==> src/rtl/clk_meas_pkg.sv <==
`timescale 1ns/1ps
// -----------------------------------------------------------------------------
// clk_meas_pkg
// Shared definitions for the clock period meter:
//   - FSM state encoding (IDLE / ARM / MEAS) as plain localparam constants
//   - expected-window helper and a width-fit check used at elaboration
//   - absolute-difference helper for the period deviation check
// -----------------------------------------------------------------------------
package clk_meas_pkg;

  localparam int ST_W = 2;
  typedef logic [ST_W-1:0] state_t;

  localparam state_t ST_IDLE = 2'd0;
  localparam state_t ST_ARM  = 2'd1;
  localparam state_t ST_MEAS = 2'd2;

  // Deviation arithmetic is done on a fixed 33-bit signed datapath, which
  // covers the CNT_W+1 bits needed for any accumulator up to 32 bits.
  localparam int ACC_W = 32;
  localparam int DEV_W = ACC_W + 1;

  // Expected number of clk_in cycles in one full window.
  function automatic longint exp_total(input int exp_period, input int win);
    return longint'(exp_period) * longint'(win);
  endfunction

  // True when value is representable as an unsigned number of 'width' bits.
  function automatic bit fits_width(input longint value, input int width);
    return (value >= 0) && (value < (longint'(1) << width));
  endfunction

  // |a - b| computed signed, one bit wider than the operands.
  function automatic logic [DEV_W-1:0] abs_diff(input logic [ACC_W-1:0] a,
                                                input logic [ACC_W-1:0] b);
    logic signed [DEV_W-1:0] d;
    d = $signed({1'b0, a}) - $signed({1'b0, b});
    return (d < 0) ? DEV_W'(-d) : DEV_W'(d);
  endfunction

endpackage

==> src/rtl/sync_edge_det.sv <==
`timescale 1ns/1ps
// -----------------------------------------------------------------------------
// sync_edge_det
// Brings an asynchronous level into the clk_in domain with a 2-flop
// synchronizer and flags its rising edges with a history flop.
// o_edge is high in the 3rd clk_in cycle after i_sig rises (setup met).
// Ports:
//   clk_in  - sampling clock
//   rst_n   - asynchronous active-low reset (all flops to 0)
//   i_sig   - asynchronous input level
//   o_edge  - one-cycle pulse on a synchronized rising edge
// -----------------------------------------------------------------------------
module sync_edge_det (
  input  logic clk_in,
  input  logic rst_n,
  input  logic i_sig,
  output logic o_edge
);

  logic r_sync1;
  logic r_sync2;
  logic r_hist;

  always_ff @(posedge clk_in or negedge rst_n) begin
    if (!rst_n) begin
      r_sync1 <= 1'b0;
      r_sync2 <= 1'b0;
      r_hist  <= 1'b0;
    end else begin
      r_sync1 <= i_sig;
      r_sync2 <= r_sync1;
      r_hist  <= r_sync2;
    end
  end

  assign o_edge = r_sync2 & ~r_hist;

endmodule

==> src/rtl/clk_period_meter.sv <==
`timescale 1ns/1ps
// -----------------------------------------------------------------------------
// clk_period_meter
// Measures the period of a slow asynchronous signal in clk_in cycles, summed
// over WIN rising-edge periods, and flags deviation from EXP_PERIOD*WIN by
// more than TOL, accumulator saturation, and loss of the signal.
// Ports:
//   clk_in      - the only clock
//   rst_n       - asynchronous active-low reset
//   en          - measurement enable (sync to clk_in); low forces IDLE
//   sig_in      - signal under test (asynchronous)
//   meas_valid  - one-cycle pulse: meas_cycles/period_err/overflow updated
//   meas_cycles - cycles spanned by the last complete window (held)
//   period_err  - last result outside tolerance
//   overflow    - last window saturated the accumulator
//   timeout     - one-cycle pulse after TIMEOUT cycles without an edge
//   dbg_state   - current FSM state (ST_IDLE / ST_ARM / ST_MEAS)
// meas_valid is a strobe without back-pressure: there is no ready, a result
// is presented for exactly one cycle and the data outputs hold afterwards.
// -----------------------------------------------------------------------------
module clk_period_meter
  import clk_meas_pkg::*;
#(
  parameter int CNT_W      = 16,
  parameter int WIN        = 8,
  parameter int EXP_PERIOD = 10,
  parameter int TOL        = 2,
  parameter int TIMEOUT    = 1024
) (
  input  logic             clk_in,
  input  logic             rst_n,
  input  logic             en,
  input  logic             sig_in,
  output logic             meas_valid,
  output logic [CNT_W-1:0] meas_cycles,
  output logic             period_err,
  output logic             overflow,
  output logic             timeout,
  output state_t           dbg_state
);

  localparam int               EW        = (WIN > 1) ? $clog2(WIN) : 1;
  localparam int               TW        = $clog2(TIMEOUT + 1);
  localparam longint           EXP_TOT   = exp_total(EXP_PERIOD, WIN);
  localparam logic [CNT_W-1:0] CNT_MAX   = '1;
  localparam logic [EW-1:0]    EDGE_LAST = EW'(WIN - 1);
  localparam logic [TW-1:0]    TO_LAST   = TW'(TIMEOUT - 1);
  localparam logic [ACC_W-1:0] EXP_VEC   = ACC_W'(EXP_TOT);
  localparam logic [DEV_W-1:0] TOL_VEC   = DEV_W'(TOL);

  // Elaboration-time parameter sanity.
  if (!fits_width(EXP_TOT, CNT_W)) begin : g_bad_exp
    $error("EXP_PERIOD*WIN does not fit in CNT_W bits");
  end
  if (CNT_W < 1 || CNT_W > ACC_W) begin : g_bad_cnt_w
    $error("CNT_W must be in 1..32");
  end
  if (WIN < 1) begin : g_bad_win
    $error("WIN must be at least 1");
  end
  if (TIMEOUT < 1) begin : g_bad_timeout
    $error("TIMEOUT must be at least 1");
  end

  state_t           r_state;
  logic [CNT_W-1:0] r_cyc_cnt;
  logic [EW-1:0]    r_edge_cnt;
  logic [TW-1:0]    r_to_cnt;
  logic             r_ovf;
  logic             r_meas_valid;
  logic [CNT_W-1:0] r_meas_cycles;
  logic             r_period_err;
  logic             r_overflow;
  logic             r_timeout;

  logic             w_edge;
  logic             w_sat;
  logic [CNT_W-1:0] w_cyc_next;
  logic             w_to_hit;
  logic [DEV_W-1:0] w_dev;
  logic             w_err;

  sync_edge_det u_sync (
    .clk_in (clk_in),
    .rst_n  (rst_n),
    .i_sig  (sig_in),
    .o_edge (w_edge)
  );

  // Saturating cycle count; reaching the ceiling while still counting marks
  // the window as overflowed.
  assign w_sat      = (r_cyc_cnt == CNT_MAX);
  assign w_cyc_next = w_sat ? r_cyc_cnt : r_cyc_cnt + CNT_W'(1);

  // Timeout fires on the TIMEOUT-th consecutive cycle without an edge.
  assign w_to_hit   = (r_to_cnt == TO_LAST);

  assign w_dev      = abs_diff(ACC_W'(r_cyc_cnt), EXP_VEC);
  assign w_err      = (w_dev > TOL_VEC);

  always_ff @(posedge clk_in or negedge rst_n) begin
    if (!rst_n) begin
      r_state       <= ST_IDLE;
      r_cyc_cnt     <= '0;
      r_edge_cnt    <= '0;
      r_to_cnt      <= '0;
      r_ovf         <= 1'b0;
      r_meas_valid  <= 1'b0;
      r_meas_cycles <= '0;
      r_period_err  <= 1'b0;
      r_overflow    <= 1'b0;
      r_timeout     <= 1'b0;
    end else begin
      r_meas_valid <= 1'b0;
      r_timeout    <= 1'b0;
      if (!en) begin
        // Enable has top priority: even a closing edge is dropped here.
        r_state    <= ST_IDLE;
        r_cyc_cnt  <= '0;
        r_edge_cnt <= '0;
        r_to_cnt   <= '0;
        r_ovf      <= 1'b0;
      end else begin
        case (r_state)
          ST_IDLE: begin
            r_state <= ST_ARM;
          end
          ST_ARM: begin
            if (w_edge) begin
              r_cyc_cnt  <= CNT_W'(1);
              r_edge_cnt <= '0;
              r_to_cnt   <= '0;
              r_ovf      <= 1'b0;
              r_state    <= ST_MEAS;
            end else if (w_to_hit) begin
              r_timeout <= 1'b1;
              r_to_cnt  <= '0;
            end else begin
              r_to_cnt <= r_to_cnt + TW'(1);
            end
          end
          ST_MEAS: begin
            if (w_edge) begin
              r_to_cnt <= '0;
              if (r_edge_cnt == EDGE_LAST) begin
                // Close this window and open the next on the same edge.
                r_meas_valid  <= 1'b1;
                r_meas_cycles <= r_cyc_cnt;
                r_overflow    <= r_ovf;
                r_period_err  <= w_err;
                r_cyc_cnt     <= CNT_W'(1);
                r_edge_cnt    <= '0;
                r_ovf         <= 1'b0;
              end else begin
                r_edge_cnt <= r_edge_cnt + EW'(1);
                r_cyc_cnt  <= w_cyc_next;
                if (w_sat) r_ovf <= 1'b1;
              end
            end else if (w_to_hit) begin
              // Signal lost: drop the partial window, results stay as they are.
              r_timeout  <= 1'b1;
              r_to_cnt   <= '0;
              r_cyc_cnt  <= '0;
              r_edge_cnt <= '0;
              r_ovf      <= 1'b0;
              r_state    <= ST_ARM;
            end else begin
              r_to_cnt  <= r_to_cnt + TW'(1);
              r_cyc_cnt <= w_cyc_next;
              if (w_sat) r_ovf <= 1'b1;
            end
          end
          default: begin
            r_state <= ST_IDLE;
          end
        endcase
      end
    end
  end

  assign meas_valid  = r_meas_valid;
  assign meas_cycles = r_meas_cycles;
  assign period_err  = r_period_err;
  assign overflow    = r_overflow;
  assign timeout     = r_timeout;
  assign dbg_state   = r_state;

endmodule

==> config.mk <==
export PLATFORM = sky130hd
export DESIGN_NAME = clk_period_meter
export DESIGN_NICKNAME = d
export VERILOG_FILES = /design/src/rtl/clk_meas_pkg.sv /design/src/rtl/sync_edge_det.sv /design/src/rtl/clk_period_meter.sv
export SDC_FILE = /design/constraint.sdc
export NUM_CORES = 1
export LEC_CHECK = 0
export CORE_UTILIZATION = 41
export CTS_CLUSTER_SIZE = 12
export DETAILED_ROUTE_END_ITERATION = 7
export PLACE_DENSITY = 0.69
export SETUP_SLACK_MARGIN = 0.02
export SLEW_MARGIN = 20
export SYNTH_ARGS = -nofsm -noshare
export SYNTH_HDL_FRONTEND = slang
export SYNTH_SLANG_ARGS = --single-unit
export TNS_END_PERCENT = 100
==> constraint.sdc <==
create_clock -name clk_in -period 2.4 [get_ports clk_in]
set_input_delay 0.36 -clock clk_in [delete_from_list [all_inputs] [get_ports clk_in]]
set_output_delay 0.36 -clock clk_in [all_outputs]
set_load 0.03 [all_outputs]
Word level (Yosys, flattened, before mapping)
Cells that the tools add are included. W data, S select, Z words.

Bits in registers: 56. Output and inout bits: 22. Logic and storage cells: 77.

Bitwise gates (word level): 2. Order comparisons: 2. Equality and inequality tests: 11. Reductions and logical operators: 6. Add/sub/neg operators: 5. Mux-type cells: 38.

Operator list (count): $mux W16 (6); $mux W11 (4); $gt A33 B2 Y1 const B (1); $mux W33 (1); $neg A17 Y33 (1); $pmux W16 S2 (1); $lt A17 B1 Y1 const B (1); $sub A16 B7 Y17 const B (1); $add A16 B1 Y16 const B (1); $eq A16 B16 Y1 const B (1); $mux W3 (5); $mux W1 (14); $add A11 B1 Y11 const B (1); $eq A11 B10 Y1 const B (1); $mux W2 (4); $ne A3 B3 Y1 const B (2); $pmux W2 S3 (1); $pmux W3 S2 (1); $reduce_and A3 Y1 (2); $ne A4 B3 Y1 const B (1); $reduce_and A4 Y1 (1); $add A3 B1 Y3 const B (1); $eq A3 B3 Y1 const B (1); $ne A3 B1 Y1 const B (1); other kinds (10) (10).

Logic depth before layout (Yosys ltp)
Gate-level depths: netlist (run 1).

Depth in word-level cells: 6. Mapped depth: 9. Mapped depth without buffers: 9.

By module
A second synthesis (run 1) with hierarchy kept.

Cell total of the unflattened synthesis: 374. Area total of the unflattened synthesis: 3294.4 µm².

By module, submodules not included: clk_period_meter (cells an instance 370, area each 3205.6 µm², instances 1, sequential area each 1326.3 µm²); sync_edge_det (cells an instance 4, area each 88.8 µm², instances 1, sequential area each 75.1 µm²).

Least setup slack after synthesis (run 1)
Ideal clock, no wire load.

Path kind: register -> register. Start: register r_to_cnt[0]. End: register r_cyc_cnt[5]. Required time: 2.281 ns. Slack: 0.160 ns. Stages on the path, launching flop included: 9. Data arrival time: 2.122 ns. Path buffers: 2. Cells stage by stage: dfrtp_1 > ha_1 > nand3_1 > or4_1 > buf_2 > or3_4 > o221ai_2 > buf_6 > nor2_1.

Cells in the longest elaborated chain, start to end: 5.

Ends and longest elaborated chain: start: declaration (RTL line clk_period_meter.sv:68) `logic [TW-1:0] r_to_cnt;`; start signal: assignment (RTL line clk_period_meter.sv:139) `r_to_cnt <= r_to_cnt + TW'(1);`; start signal: assignment (RTL line clk_period_meter.sv:168) `r_to_cnt <= r_to_cnt + TW'(1);`; $eq A11 B10 Y1 (RTL line clk_period_meter.sv:96) `assign w_to_hit = (r_to_cnt == TO_LAST);`; $mux W16 (RTL line clk_period_meter.sv:159) `end else if (w_to_hit) begin`; $mux W16 (RTL line clk_period_meter.sv:143) `if (w_edge) begin`; $pmux W16 S2 (RTL line clk_period_meter.sv:124) `case (r_state)`; $mux W16 (RTL line clk_period_meter.sv:116) `if (!en) begin`; end signal: assignment (RTL line clk_period_meter.sv:156) `r_cyc_cnt <= w_cyc_next;`; end signal: assignment (RTL line clk_period_meter.sv:169) `r_cyc_cnt <= w_cyc_next;`; end: declaration (RTL line clk_period_meter.sv:66) `logic [CNT_W-1:0] r_cyc_cnt;`.

Every way passes these cells. A chain may end at the register's enable or synchronous reset.

Final worst setup path (run 1)
Start: register r_to_cnt[0]. End: register r_cyc_cnt[3].

Same word-level chain as after synthesis.

==> impl_metrics.ini, run 1 <==
[cts]
cts_sinks = 56
clkLatencyLatePin_ns = 0.30
htreeDepth = 2
post_cts_buffers = 0
cts_resized = 0
cts_made_buffers = 5
cts_hold_buf = 0
cts_tree = built
clk_path_buf_depth = 2
cts-root-buf = clkbuf_8
cts.reportedPaths.clkPinSlew_ns = 0.09

[sta]
setup-tns-final_ns = 0
period_needed_ns = 2.26
slew_violations = 0
slew_headroom_pct = 53.7
clock_skew_ns = 0.00550
period_share_pct = 94.1
timing.fmax_mhz = 443
finalHoldViolCount = 0
max_slew.worst_pin.slew_ns = 0.695
rsz0062_at_grt = no
setup_viol = 0

[power_and_ir_drop]
combPwrFrac_pct = 27.6
vdd_drop_max_v = 0.000519
power-per-cell-area_nw_per_um2 = 587
p_total_mw = 2.11
clkPwrFrac_pct = 23.0
switching_power_mw = 0.679
power.leakage_nw = 1.60
seq_power_share_pct = 49.4
swShare_pct = 32.2
internal-power_mw = 1.43

[floorplan]
die_w_um = 88.5
die_area_um2 = 7830
core_region_area_um2 = 7250
start_util_pct = 42.3
dieHeight_um = 88.5
ios = 26
row_count = 31

[drt]
dr.pass1.iters = 4
first_iter_violations = 176
wirelength_mm = 6.40
vias = 2477
wl_per_cell_um = 13.7
drc_errors = 0
viasPerCell = 5.30
ant_nets = 0

[final_layout]
design_area_um2 = 3590
finalNonFillerCells = 467
fin_util_pct = 49.5
drive_above_1_share_pct = 10.1
multi_input_area_um2 = 1570
n_fill_cell = 690
diodes = 0
area_delta_synth_final_pct = 17.0
final_net_count = 385
ff_latch_area_um2 = 1400

[yosys]
yosys_most_used_dff = dfrtp_1
synthDistinctLibCells = 51
syn_area_um2 = 3070
avgSynthCellArea_um2 = 9.07
seq_area_frac_synth_pct = 45.7
async_reset_ff_share_pct = 100
yosys_warnings = 0
synth_nets = 355
synth_seq_cells = 56
synthesis.instances = 338
synth_edf_count = 0

[grt]
grt_start_max_net_pins = 57
grt_pass1_wl_mm = 11.0
grt_overflow = 0
grt_antenna_before_repair = 0
grt_use_total_pct = 18.3
grt_pass1_vias = 2383

[worst_setup_path]
cpMaxStageDelayCell = or4_4
rrSetupSlack_ns = 0.14
end_kind = flip-flop
crit_chain = ha_2, nand3_2, or4_4, or3_4, o221ai_2, buf_12, nor2_1
path_class = reg -> reg
cp_max_fo = 12
cp.arrival_ns = 2.45
crit_required_ns = 2.59
crit_path_start_kind = flip-flop
max_stage_delay_ns = 0.53

[placed_design]
dp_cells = 460
gp_congestion = 0.819
placed_cell_area_um2 = 3490
io_buffers = 25
dp_hpwl_mm = 4.59

[run_status]
run_status = finished, final reports clean

[min_path]
hp-class = in -> async

[flow_run]
drv_cap = 0
power by group through the flow:
stage                     Combinational (mW)  Clock, mW  Sequential, mW
after floorplan                        0.379          0            1.07
after global placement                 0.562          0            1.06
after detailed placement               0.580          0            1.06
after CTS                              0.582      0.509            1.04
after global routing                   0.652      0.558            1.05
final                                  0.582      0.484            1.04
flip-flops by register name, indices dropped and copies added, names as in the netlist:
| name | count |
|---|---|
| r_edge_cnt | 3 |
| r_ovf | 1 |
| u_sync.r_sync2 | 1 |
| meas_cycles | 16 |
| u_sync.r_hist | 1 |
| period_err | 1 |
| meas_valid | 1 |
| dbg_state | 2 |
| u_sync.r_sync1 | 1 |
| r_cyc_cnt | 16 |
| overflow | 1 |
| r_to_cnt | 11 |
| timeout | 1 |
cell usage after synthesis (all sizes together) (2+ instances only):
library cell / instances / area share (%)
and2: 2 / 0.41
clkbuf: 15 / 1.8
nand2: 61 / 7.5
xor2: 7 / 2.0
nor2b: 6 / 1.2
dfrtp: 56 / 46
nor2: 23 / 2.9
nor3: 9 / 1.5
and3: 9 / 1.8
a22o: 3 / 0.86
buf: 2 / 0.53
inv: 13 / 1.6
a21oi: 12 / 2.0
nand3b: 2 / 0.49
xnor2: 10 / 2.9
o21ai: 24 / 3.9
o211a: 2 / 0.65
nor4: 4 / 0.82
ha: 13 / 5.3
a22oi: 2 / 0.94
a31oi: 5 / 1.0
nand2b: 5 / 1.0
o31ai: 4 / 0.98
mux2i: 2 / 0.65
and4: 5 / 1.4
mux2: 2 / 0.73
nand3: 13 / 2.1
o41ai: 3 / 0.86
or3: 5 / 1.2
nand4: 3 / 0.61
stage by stage:
stage	hold WS [ns]	setup WS, ns
2_1_floorplan	0.0644	0.160
3_3_place_gp	0.339	0.182
3_5_place_dp	0.342	0.0974
4_1_cts	0.219	0.0738
5_1_grt	0.249	0.0440
6_report	0.182	0.142
layer usage:
metal  GRT usage, %  vias to the layer above  part of all wire (%)
li1               -                     1242                     -
met1           24.0                     1176                    47
met2           30.1                       55                    48
met3           3.45                        4                   3.4
met4           6.60                        0                  0.92
met5              0                        -                     0
final cells by class:
type | count | area share (%)
multi-input cells | 252 | 43.6
flip-flops and latches | 56 | 39.1
repair buffers | 40 | 10.3
well taps | 99 | 3.45
clock buffers | 6 | 2.02
inverters | 13 | 1.36
clock inverters | 1 | 0.140
critical path, delay by kind of cell (launching register included):
kind / cells / cell delay [ns]
DFF: 1 / 0.40
AOI/OAI and AO/OA: 1 / 0.24
adders and majority gates: 1 / 0.23
and+or+nand+nor: 4 / 1.11
buffers and inverters: 1 / 0.17
path summary, 6_finish.rpt:
check / start / to / depth (start not counted)
worst max-delay path: r_to_cnt[0] / r_cyc_cnt[3] / 7
worst min-delay path: rst_n / meas_cycles[6] / 2
worst max register to register: r_to_cnt[0] / r_cyc_cnt[3] / 7
worst min register to register: u_sync.r_sync1 / u_sync.r_sync2 / 0
max in group asynchronous: rst_n / u_sync.r_hist / 2
min in group clk_in: u_sync.r_sync1 / u_sync.r_sync2 / 0
cells by family after synthesis:
family / synth area share (%)
AOI/OAI and AO/OA: 14.0
xor gates and xnor gates: 4.86
adders and majority gates: 5.30
buffers and inverters: 3.96
DFF: 45.7
muxes: 1.39
and+or+nand+nor: 24.8
cells in the final DEF (no fill, tap or decap), types with 9 or more instances in the layout:
cell type / instances
a21oi_1: 11
and3_1: 9
buf_4: 14
clkdlybuf4s50_1: 24
dfrtp_1: 56
ha_1: 12
inv_1: 13
nand2_1: 60
nand3_1: 12
nor2_1: 22
nor3_1: 9
o21ai_0: 24
xnor2_1: 10
(Power assumes the default switching activity.)
==> inputs of run 2 (changes only) <==
- PLACE_DENSITY: 0.69 -> 0.67
- clock period: 2.4 -> 2.63 ns (I/O delays scaled with it)
==> run 2 against run 1 <==
Net effect: critical path depth did not move; wire length grew 1.3%; global-route usage is 0.14 points lower; non-clock buffer count down 3; via count increased by 0.48%; flip-flop and latch count unchanged; register-to-register slack better by 0.09 ns; final cell count fell by 0.43%; design area shrank 0.91%; worst setup slack better by 0.088 ns; total power fell by 5.3%; utilization fell by 0.45 points; critical path type unchanged.
==> impl_metrics.ini, run 2 (synthesis gave the netlist of run 1 again) <==
[grt]
grt_use_total_pct = 18.1
grt_overflow = 0
grt_antenna_before_repair = 0
grt_pass1_wl_mm = 11.0
grt_start_max_net_pins = 24
grt_pass1_vias = 2290

[final_layout]
fin_util_pct = 49.0
diodes = 0
drive_above_1_share_pct = 8.47
ff_latch_area_um2 = 1400
final_net_count = 382
layout_common_cells = 60 x nand2_1, 56 x dfrtp_1, 24 x o21ai_0, 24 x clkdlybuf4s50_1, 22 x nor2_1
layout_commonest_cell = nand2_1
finalNonFillerCells = 465
area_delta_synth_final_pct = 15.9
n_fill_cell = 725
multi_input_area_um2 = 1540

[sta]
setup-tns-final_ns = 0
period_share_pct = 91.3
setup_viol = 0
rsz0062_at_grt = no
finalHoldViolCount = 0
clock_skew_ns = 0.00849
timing.fmax_mhz = 417
slew_violations = 0
max_slew.worst_pin.slew_ns = 0.563
period_needed_ns = 2.40
slew_headroom_pct = 62.5

[cts]
post_cts_buffers = 0
cts_resized = 0
cts.reportedPaths.clkPinSlew_ns = 0.11
cts_tree = built
cts_made_buffers = 5
htreeDepth = 2
cts_hold_buf = 0
clkLatencyLatePin_ns = 0.32
clk_path_buf_depth = 2
cts-root-buf = clkbuf_8
cts_sinks = 56

[min_path]
hp-class = in -> async

[drt]
drc_errors = 0
first_iter_violations = 158
wirelength_mm = 6.48
viasPerCell = 5.35
wl_per_cell_um = 13.9
vias = 2489
ant_nets = 0
dr.pass1.iters = 4

[worst_setup_path]
max_stage_delay_ns = 0.64
rrSetupSlack_ns = 0.23
critPathTopFamily = simple AND/OR/NAND/NOR gates
path_class = reg -> reg
crit_required_ns = 2.84
reg2regPathDepth = 7
cp.arrival_ns = 2.61
end_kind = flip-flop
crit_path_start_kind = flip-flop
critical_path_buf_inv_count = 1
cp_max_fo = 12
crit_chain = ha_1, nand3_1, or4_1, or3_4, o221ai_2, buf_4, nor2_1
cpMaxStageDelayCell = or4_1
worst-path-stages = 7

[floorplan]
die_area_um2 = 7830
ios = 26
die_w_um = 88.5
dieHeight_um = 88.5
start_util_pct = 42.3
core_region_area_um2 = 7250
row_count = 31

[power_and_ir_drop]
p_total_mw = 2.00
power.leakage_nw = 1.58
power-per-cell-area_nw_per_um2 = 561
vdd_drop_max_v = 0.000524

[run_status]
run_status = finished, final reports clean

[placed_design]
io_buffers = 25
dp_hpwl_mm = 4.72
dp_cells = 457
gp_congestion = 0.878

[flow_run]
drv_cap = 0
[run 2: cell types whose count changed in the layout (fill, tap and decap cells not counted), sizes merged]
cell      delta
inv          +1
buf          -3
clkinv       -1
clkinvlp     +1
[run 2: final cells by class]
class	count	share of cell area (%)
repair buffers	37	9.43
clock inverters	2	0.528
flip-flops and latches	56	39.4
well taps	99	3.48
multi-input cells	252	43.4
inverters	13	1.37
clock buffers	6	2.32
[run 2: final timing paths]
| path | to | from |
|---|---|---|
| max | r_cyc_cnt[9] | r_to_cnt[0] |
| min | meas_cycles[11] | rst_n |
| max reg2reg | r_cyc_cnt[9] | r_to_cnt[0] |
| min reg2reg | u_sync.r_sync2 | u_sync.r_sync1 |
| max in group asynchronous | meas_cycles[4] | rst_n |
| min in group clk_in | u_sync.r_sync2 | u_sync.r_sync1 |
[run 2: routing by layer]
metal  wire length [µm]  GRT usage [%]  share of wire [%]  vias up
li1                   -              -                  -     1228
met1               3090           23.8                 48     1208
met2               3090           30.8                 48       45
met3                225           2.71                3.5        8
met4                 69           5.72                1.1        0
met5                  0              0                  0        -
[run 2: report_power, final]
part	leakage (nW)	internal (mW)	total, mW	switching, mW
registers	0.770	0.901	0.951	0.0498
clock network	0.0493	0.221	0.522	0.301
logic	0.764	0.214	0.522	0.308
total	1.58	1.34	2.00	0.659
[run 2: per-stage QoR]
stage               hold WS (ns)  cell area [µm²]  worst slack (ns)
global placement           0.335             3450             0.325
floorplan                 0.0989             3070             0.390
finish                   0.00803             3550             0.230
CTS                       0.0275             3550             0.219
detailed placement         0.336             3450             0.244
global route              0.0275             3550            0.0581
[run 2: worst register-to-register path, cell delays in order (launching register included)]
cell	delay, ns
dfrtp_1	0.40
ha_1	0.23
nand3_1	0.15
or4_1	0.64
or3_4	0.45
o221ai_2	0.17
buf_4	0.21
nor2_1	0.06
